[src/rtl/dmem_arbiter.sv]
// dmem_arbiter: shares a single-port synchronous data memory between the core MEM stage and a read-only debug port
module dmem_arbiter #(
  parameter int ADDR_WIDTH = 32,
  parameter int DATA_WIDTH = 32,
  parameter int MAX_WAIT   = 4
) (
  input  logic                  clock,
  input  logic                  reset,
  input  logic                  core_req,
  input  logic                  core_we,
  input  logic [ADDR_WIDTH-1:0] core_addr,
  input  logic [DATA_WIDTH-1:0] core_wdata,
  output logic                  core_stall,
  output logic [DATA_WIDTH-1:0] core_rdata,
  output logic                  core_rvalid,
  input  logic                  dbg_req,
  input  logic [ADDR_WIDTH-1:0] dbg_addr,
  output logic                  dbg_gnt,
  output logic [DATA_WIDTH-1:0] dbg_rdata,
  output logic                  dbg_valid,
  output logic                  mem_en,
  output logic                  mem_we,
  output logic [ADDR_WIDTH-1:0] mem_addr,
  output logic [DATA_WIDTH-1:0] mem_wdata,
  input  logic [DATA_WIDTH-1:0] mem_rdata
);
  typedef enum logic [1:0] {R_NONE, R_CORE, R_DBG} ret_t;
  localparam logic [3:0] MAX_CNT = 4'(MAX_WAIT);
  ret_t       ret_state;
  logic [3:0] wait_cnt;
  logic       debug_wins;
  logic       core_wins;
  // Grant decision and access routing; every output is forced low while reset is held
  always_comb begin
    debug_wins  = dbg_req & (~core_req | (wait_cnt == MAX_CNT));
    core_wins   = core_req & ~debug_wins;
    dbg_gnt     = ~reset & debug_wins;
    core_stall  = ~reset & core_req & debug_wins;
    mem_en      = ~reset & (debug_wins | core_wins);
    mem_we      = ~reset & core_wins & core_we;
    mem_addr    = reset ? '0 : debug_wins ? dbg_addr : core_wins ? core_addr : '0;
    mem_wdata   = (~reset & core_wins) ? core_wdata : '0;
    core_rvalid = ret_state == R_CORE;
    core_rdata  = core_rvalid ? mem_rdata : '0;
  end
  // Return-owner tracking, starvation counter and the registered debug readout
  always_ff @(posedge clock or posedge reset) begin
    if (reset) begin
      ret_state <= R_NONE;
      wait_cnt  <= '0;
      dbg_rdata <= '0;
      dbg_valid <= 1'b0;
    end else begin
      ret_state <= debug_wins ? R_DBG : (core_wins & ~core_we) ? R_CORE : R_NONE;
      wait_cnt  <= (~dbg_req | debug_wins) ? 4'd0 :
                   (core_wins & (wait_cnt < MAX_CNT)) ? wait_cnt + 4'd1 : wait_cnt;
      dbg_valid <= ret_state == R_DBG;
      if (ret_state == R_DBG) dbg_rdata <= mem_rdata;
    end
  end
endmodule

[config.mk]
export PLATFORM = sky130hd
export DESIGN_NAME = dmem_arbiter
export DESIGN_NICKNAME = d
export VERILOG_FILES = /design/src/rtl/dmem_arbiter.sv
export SDC_FILE = /design/constraint.sdc
export NUM_CORES = 1
export LEC_CHECK = 0
export ABC_AREA = 1
export CAP_MARGIN = 20
export CORE_AREA = 2 2 102 104
export CTS_BUF_LIST = sky130_fd_sc_hd__clkbuf_16
export CTS_CLUSTER_DIAMETER = 50
export DETAILED_ROUTE_END_ITERATION = 7
export DIE_AREA = 0 0 104 106
export PLACE_DENSITY_LB_ADDON = 0.1
export SLEW_MARGIN = 20
export SYNTH_ARGS = -nofsm -noshare
export SYNTH_HDL_FRONTEND = slang
export SYNTH_SLANG_ARGS = --single-unit
[constraint.sdc]
create_clock -name clock -period 3.7 [get_ports clock]
set_input_delay 0.74 -clock clock [delete_from_list [all_inputs] [get_ports clock]]
set_output_delay 0.74 -clock clock [all_outputs]
set_load 0.005 [all_outputs]
; ---- Word-level counts from Yosys, hierarchy flattened
; Index checks and enable logic that the tools add are counted.
[totals]
out_inout_bits = 134
ff_bits = 39
elab_cells = 37
[classes]
n_bitwise = 18
eq_ne = 3
muxes = 9
reduce_logical = 1
order_cmp = 1
add_sub_neg = 1
[ops]
columns = operator, n
row1 = 2-to-1 mux 32 bit, 5
row2 = bitwise AND 1 bit, 10
row3 = 2-to-1 mux 4 bit, 2
row4 = inverter 1 bit, 5
row5 = adder 4 x 1 -> 4 bit (second input constant), 1
row6 = equality test 4 x 3 -> 1 bit (second input constant), 1
row7 = less-than comparator 4 x 3 -> 1 bit (second input constant), 1
row8 = bitwise OR 1 bit, 3
row9 = equality test 2 x 1 -> 1 bit (second input constant), 1
row10 = equality test 2 bit (second input constant), 1
row11 = 2-to-1 mux 2 bit, 1
row12 = nonzero test 2 bit, 1
row13 = 2-to-1 mux 1 bit, 1

; ---- Logic depth before layout (Yosys ltp)
; Gate-level depths: netlist of run 1.
[depth]
ltp_word = 8
ltp_mapped = 9

; ---- Worst setup path after synthesis of run 1
; OpenSTA, ideal clock, no wires.
[synth_timing]
path_kind = input -> output
startpoint = input port reset
endpoint = output port mem_addr[22]
path_stages = 5
path_slack_ns = 1.015
t_arrival_ns = 1.945
path_buffers = 2
required_ns = 2.960
path_cell_list = buf_2 -> inv_1 -> buf_2 -> nand4_1 -> nand2_1
[synth_between]
elab_chain_cells = 1
[synth_lines]
columns = item, line
row1 = "start, declared", 8  ; input logic reset,
row2 = 2-to-1 mux 32 bit, 41  ; mem_addr = reset ? '0 : debug_wins ? dbg_addr : core_wins ? core_addr : '0;
row3 = "end, declared", 23  ; output logic [ADDR_WIDTH-1:0] mem_addr,
; Every way passes these cells.

; ---- Worst setup path in the final report of run 1
[layout_timing]
startpoint = input port reset
endpoint = output port mem_addr[23]
; Same word-level chain as after synthesis.

==> reports/metrics.yaml, run 1 <==
floorplanning:
  core_sq_um: 10000
  dieArea_sq_um: 11000
  boundaryPins: 267
  die_y_um: 106
  rows: 37
  dieWidth_um: 104
  start_util: 0.263
yosys:
  synth_top_area_cell: "dfrtp_1"
  ys_types: 22
  synth_cells: 390
  synth_nets: 525
  synth.cell_area_sq_um: 2630
  ys_ff_latch: 39
  synth_area_leaders: "dfrtp_1 (37%), nand2_1 (14%), inv_1 (10%)"
  synth_warnings: 0
  synth_top_area_frac: 0.372
  yosysSeqAreaShare: 0.372
  syn_avg_cell_area_sq_um: 6.73
sta:
  min_period_ns: 3.42
  slew_viol_final: 0
  fin_setup_tns_ns: 0
  clock_skew_ns: 0.00529
  grt_setup_unrepaired: "no"
  hold_viol: 0
  worst_slew_pin_slew_ns: 0.836
  fmax_mhz: 292
  max-slew-margin-rel: 0.442
  setup_viol: 0
  fin_crit_sh: 0.925
final_layout:
  num-fill-cells: 954
  final_cell_mix: "clkdlybuf4s50_1 (266), nand2_1 (96), inv_1 (71)"
  multi_input_comb_area_sq_um: 1210
  stdcell_count: 777
  antenna_cells: 0
  drive_gt1_frac: 0.0437
  syn2layout_area_growth_pct: 110
  layout.nets: 775
  final_common_cell: "clkdlybuf4s50_1"
  regArea_sq_um: 976
clocking:
  cts_root_buf: "clkbuf_16"
  cts_buffer_depth: 2
  htreeDepth: 2
  cts_post_setup_buffers_inserted: 0
  path_clk_slew_ns: 0.05
  tritoncts: "yes"
  clkSinkCount: 39
  hold_buffers: 0
  ctsResizeCount: 0
  worstSkewPairLatency_ns: 0.27
  cts_buffers: 5
setup_path:
  worstPathRequired_ns: 2.96
  r2r_end: "dbg_rdata[2]"
  crit_start: "reset"
  start_kind: "primary input"
  cp.arrival_ns: 2.68
  crit_path_end_kind: "primary output"
  crit_path_max_fanout: 36
  timing.rr.start: "ret_state[1]"
  r2r_cells: 4
  worstSetupPathType: "in2out"
  reg2reg_slack_ns: 2.17
placement:
  gp_congestion: 0.827
  port_buffers: 266
  placed_cells: 769
  dp_hpwl_mm: 8.42
power_and_ir_drop:
  p_per_area_nw_per_um2: 276
  power_frac_comb: 0.351
  seqPwrFrac: 0.336
  p_int_mw: 1.14
  switchingPower_mw: 0.384
  power_frac_clock: 0.313
  swShare: 0.252
  peakVddDrop_mv: 0.221
  leakage_nw: 2.54
run:
  drv_cap: 0
grt:
  antenna_found_initial: 0
  grt_pass1_wl_mm: 16.0
  grt_overflow: 0
  grt_pass1_vias: 3208
  grt_usage: 0.178
  grt_max_degree: 65
hold_path:
  hp-start: "ret_state[0]"
  hold_depth: 1
  whs_endpoint: "dbg_valid"
  hold_class: "reg2reg"
detailed_routing:
  via_per_inst: 4.31
  avgRoutedWirePerCell_um: 13.4
  wirelength_mm: 10.4
  drtPass1Iterations: 4
  drtIter0Drc: 198
  via_count: 3350
  ant_nets: 0
  drc: 0
outcome:
  outcome: "finished clean"
==> critical path: stages <==
cell and delay, ns:
clkdlybuf4s50_1 0.55, inv_2 0.53, nand4_1 0.22, nand2_1 0.11
clkdlybuf4s50_1 0.53
==> power groups by stage <==
stage | Sequential [mW] | Combinational, mW | Clock, mW
after floorplan | 0.524 | 0.158 | 0
after global placement | 0.516 | 0.535 | 0
after detailed placement | 0.518 | 0.539 | 0
after CTS | 0.511 | 0.542 | 0.488
after global routing | 0.518 | 0.581 | 0.506
final | 0.510 | 0.534 | 0.476
==> Yosys cell counts (all sizes together) <==
| library cell | number |
|---|---|
| ha | 2 |
| inv | 74 |
| nand2 | 100 |
| dfrtp | 39 |
| nor2 | 43 |
| nor3 | 34 |
| xor2 | 1 |
| clkbuf | 11 |
| a21oi | 2 |
| buf | 18 |
| nand4 | 32 |
| o21ai | 32 |
| nand3 | 2 |
==> layout make-up <==
| type | count | area share |
|---|---|---|
| Clock buffer | 5 | 0.0227 |
| Tap cell | 136 | 0.0309 |
| Multi-Input combinational cell | 248 | 0.219 |
| Timing Repair Buffer | 272 | 0.492 |
| Inverter | 74 | 0.0505 |
| Sequential cell | 39 | 0.177 |
| Clock inverter | 3 | 0.00773 |
==> through the flow <==
| step | worst slack [ns] | hold WS, ns | util | cell area [sq um] | total power [mW] |
|---|---|---|---|---|---|
| after detailed placement | 0.298 | 0.446 | 0.534 | 5340 | 1.06 |
| final | 0.277 | 0.478 | 0.551 | 5510 | 1.52 |
| after CTS | 0.300 | 0.456 | 0.550 | 5500 | 1.54 |
| after global routing | 0.213 | 0.506 | 0.551 | 5510 | 1.61 |
| after global placement | 0.298 | 0.433 | 0.534 | 5340 | 1.05 |
| after floorplan | 1.02 | 0.423 | - | 2630 | 0.682 |
==> routing by layer <==
metal | vias to the layer above | GRT usage | wire length [um]
met3 | 8 | 0.0503 | 888
met1 | 1463 | 0.203 | 4190
met2 | 170 | 0.335 | 5260
met4 | 0 | 0.0299 | 97
li1 | 1709 | - | -
met5 | - | 0 | 0
==> sequential cells by signal (all words and copies together), names as in the netlist <==
register,flops
dbg_rdata,32
wait_cnt,4
ret_state,2
dbg_valid,1
==> kinds of logic after synthesis <==
logic type | after synthesis | share of synthesized area
AND/OR/NAND/NOR | 211 | 0.381
buffers and inverters | 103 | 0.170
flip-flops | 39 | 0.372
AO/OA/AOI/OAI | 34 | 0.0648
adder cells (fa/ha/maj) | 2 | 0.00953
XOR/XNOR | 1 | 0.00334
==> worst max-delay path by stage <==
stage | endpoint | slack, ns | cells past startpoint
6_report | mem_addr[23] | 0.28 | 5
5_1_grt | mem_addr[23] | 0.21 | 5
4_1_cts | mem_addr[23] | 0.30 | 5
3_5_place_dp | mem_addr[23] | 0.30 | 5
3_3_place_gp | mem_addr[23] | 0.30 | 5
2_1_floorplan | mem_addr[22] | 1.02 | 5
Note: power is estimated with default switching activity, not from simulation.
==> run 2, diff against run 1 <==
--- a/config.mk
+++ b/config.mk
@@ -12,6 +12,7 @@
 export CTS_CLUSTER_DIAMETER = 50
 export DETAILED_ROUTE_END_ITERATION = 7
 export DIE_AREA = 0 0 104 106
+export GPL_ROUTABILITY_DRIVEN = 0
 export PLACE_DENSITY_LB_ADDON = 0.1
 export SLEW_MARGIN = 20
 export SYNTH_ARGS = -nofsm -noshare
==> results of run 2 <==
The final DEF is identical to that of run 1; final timing and power are the same.
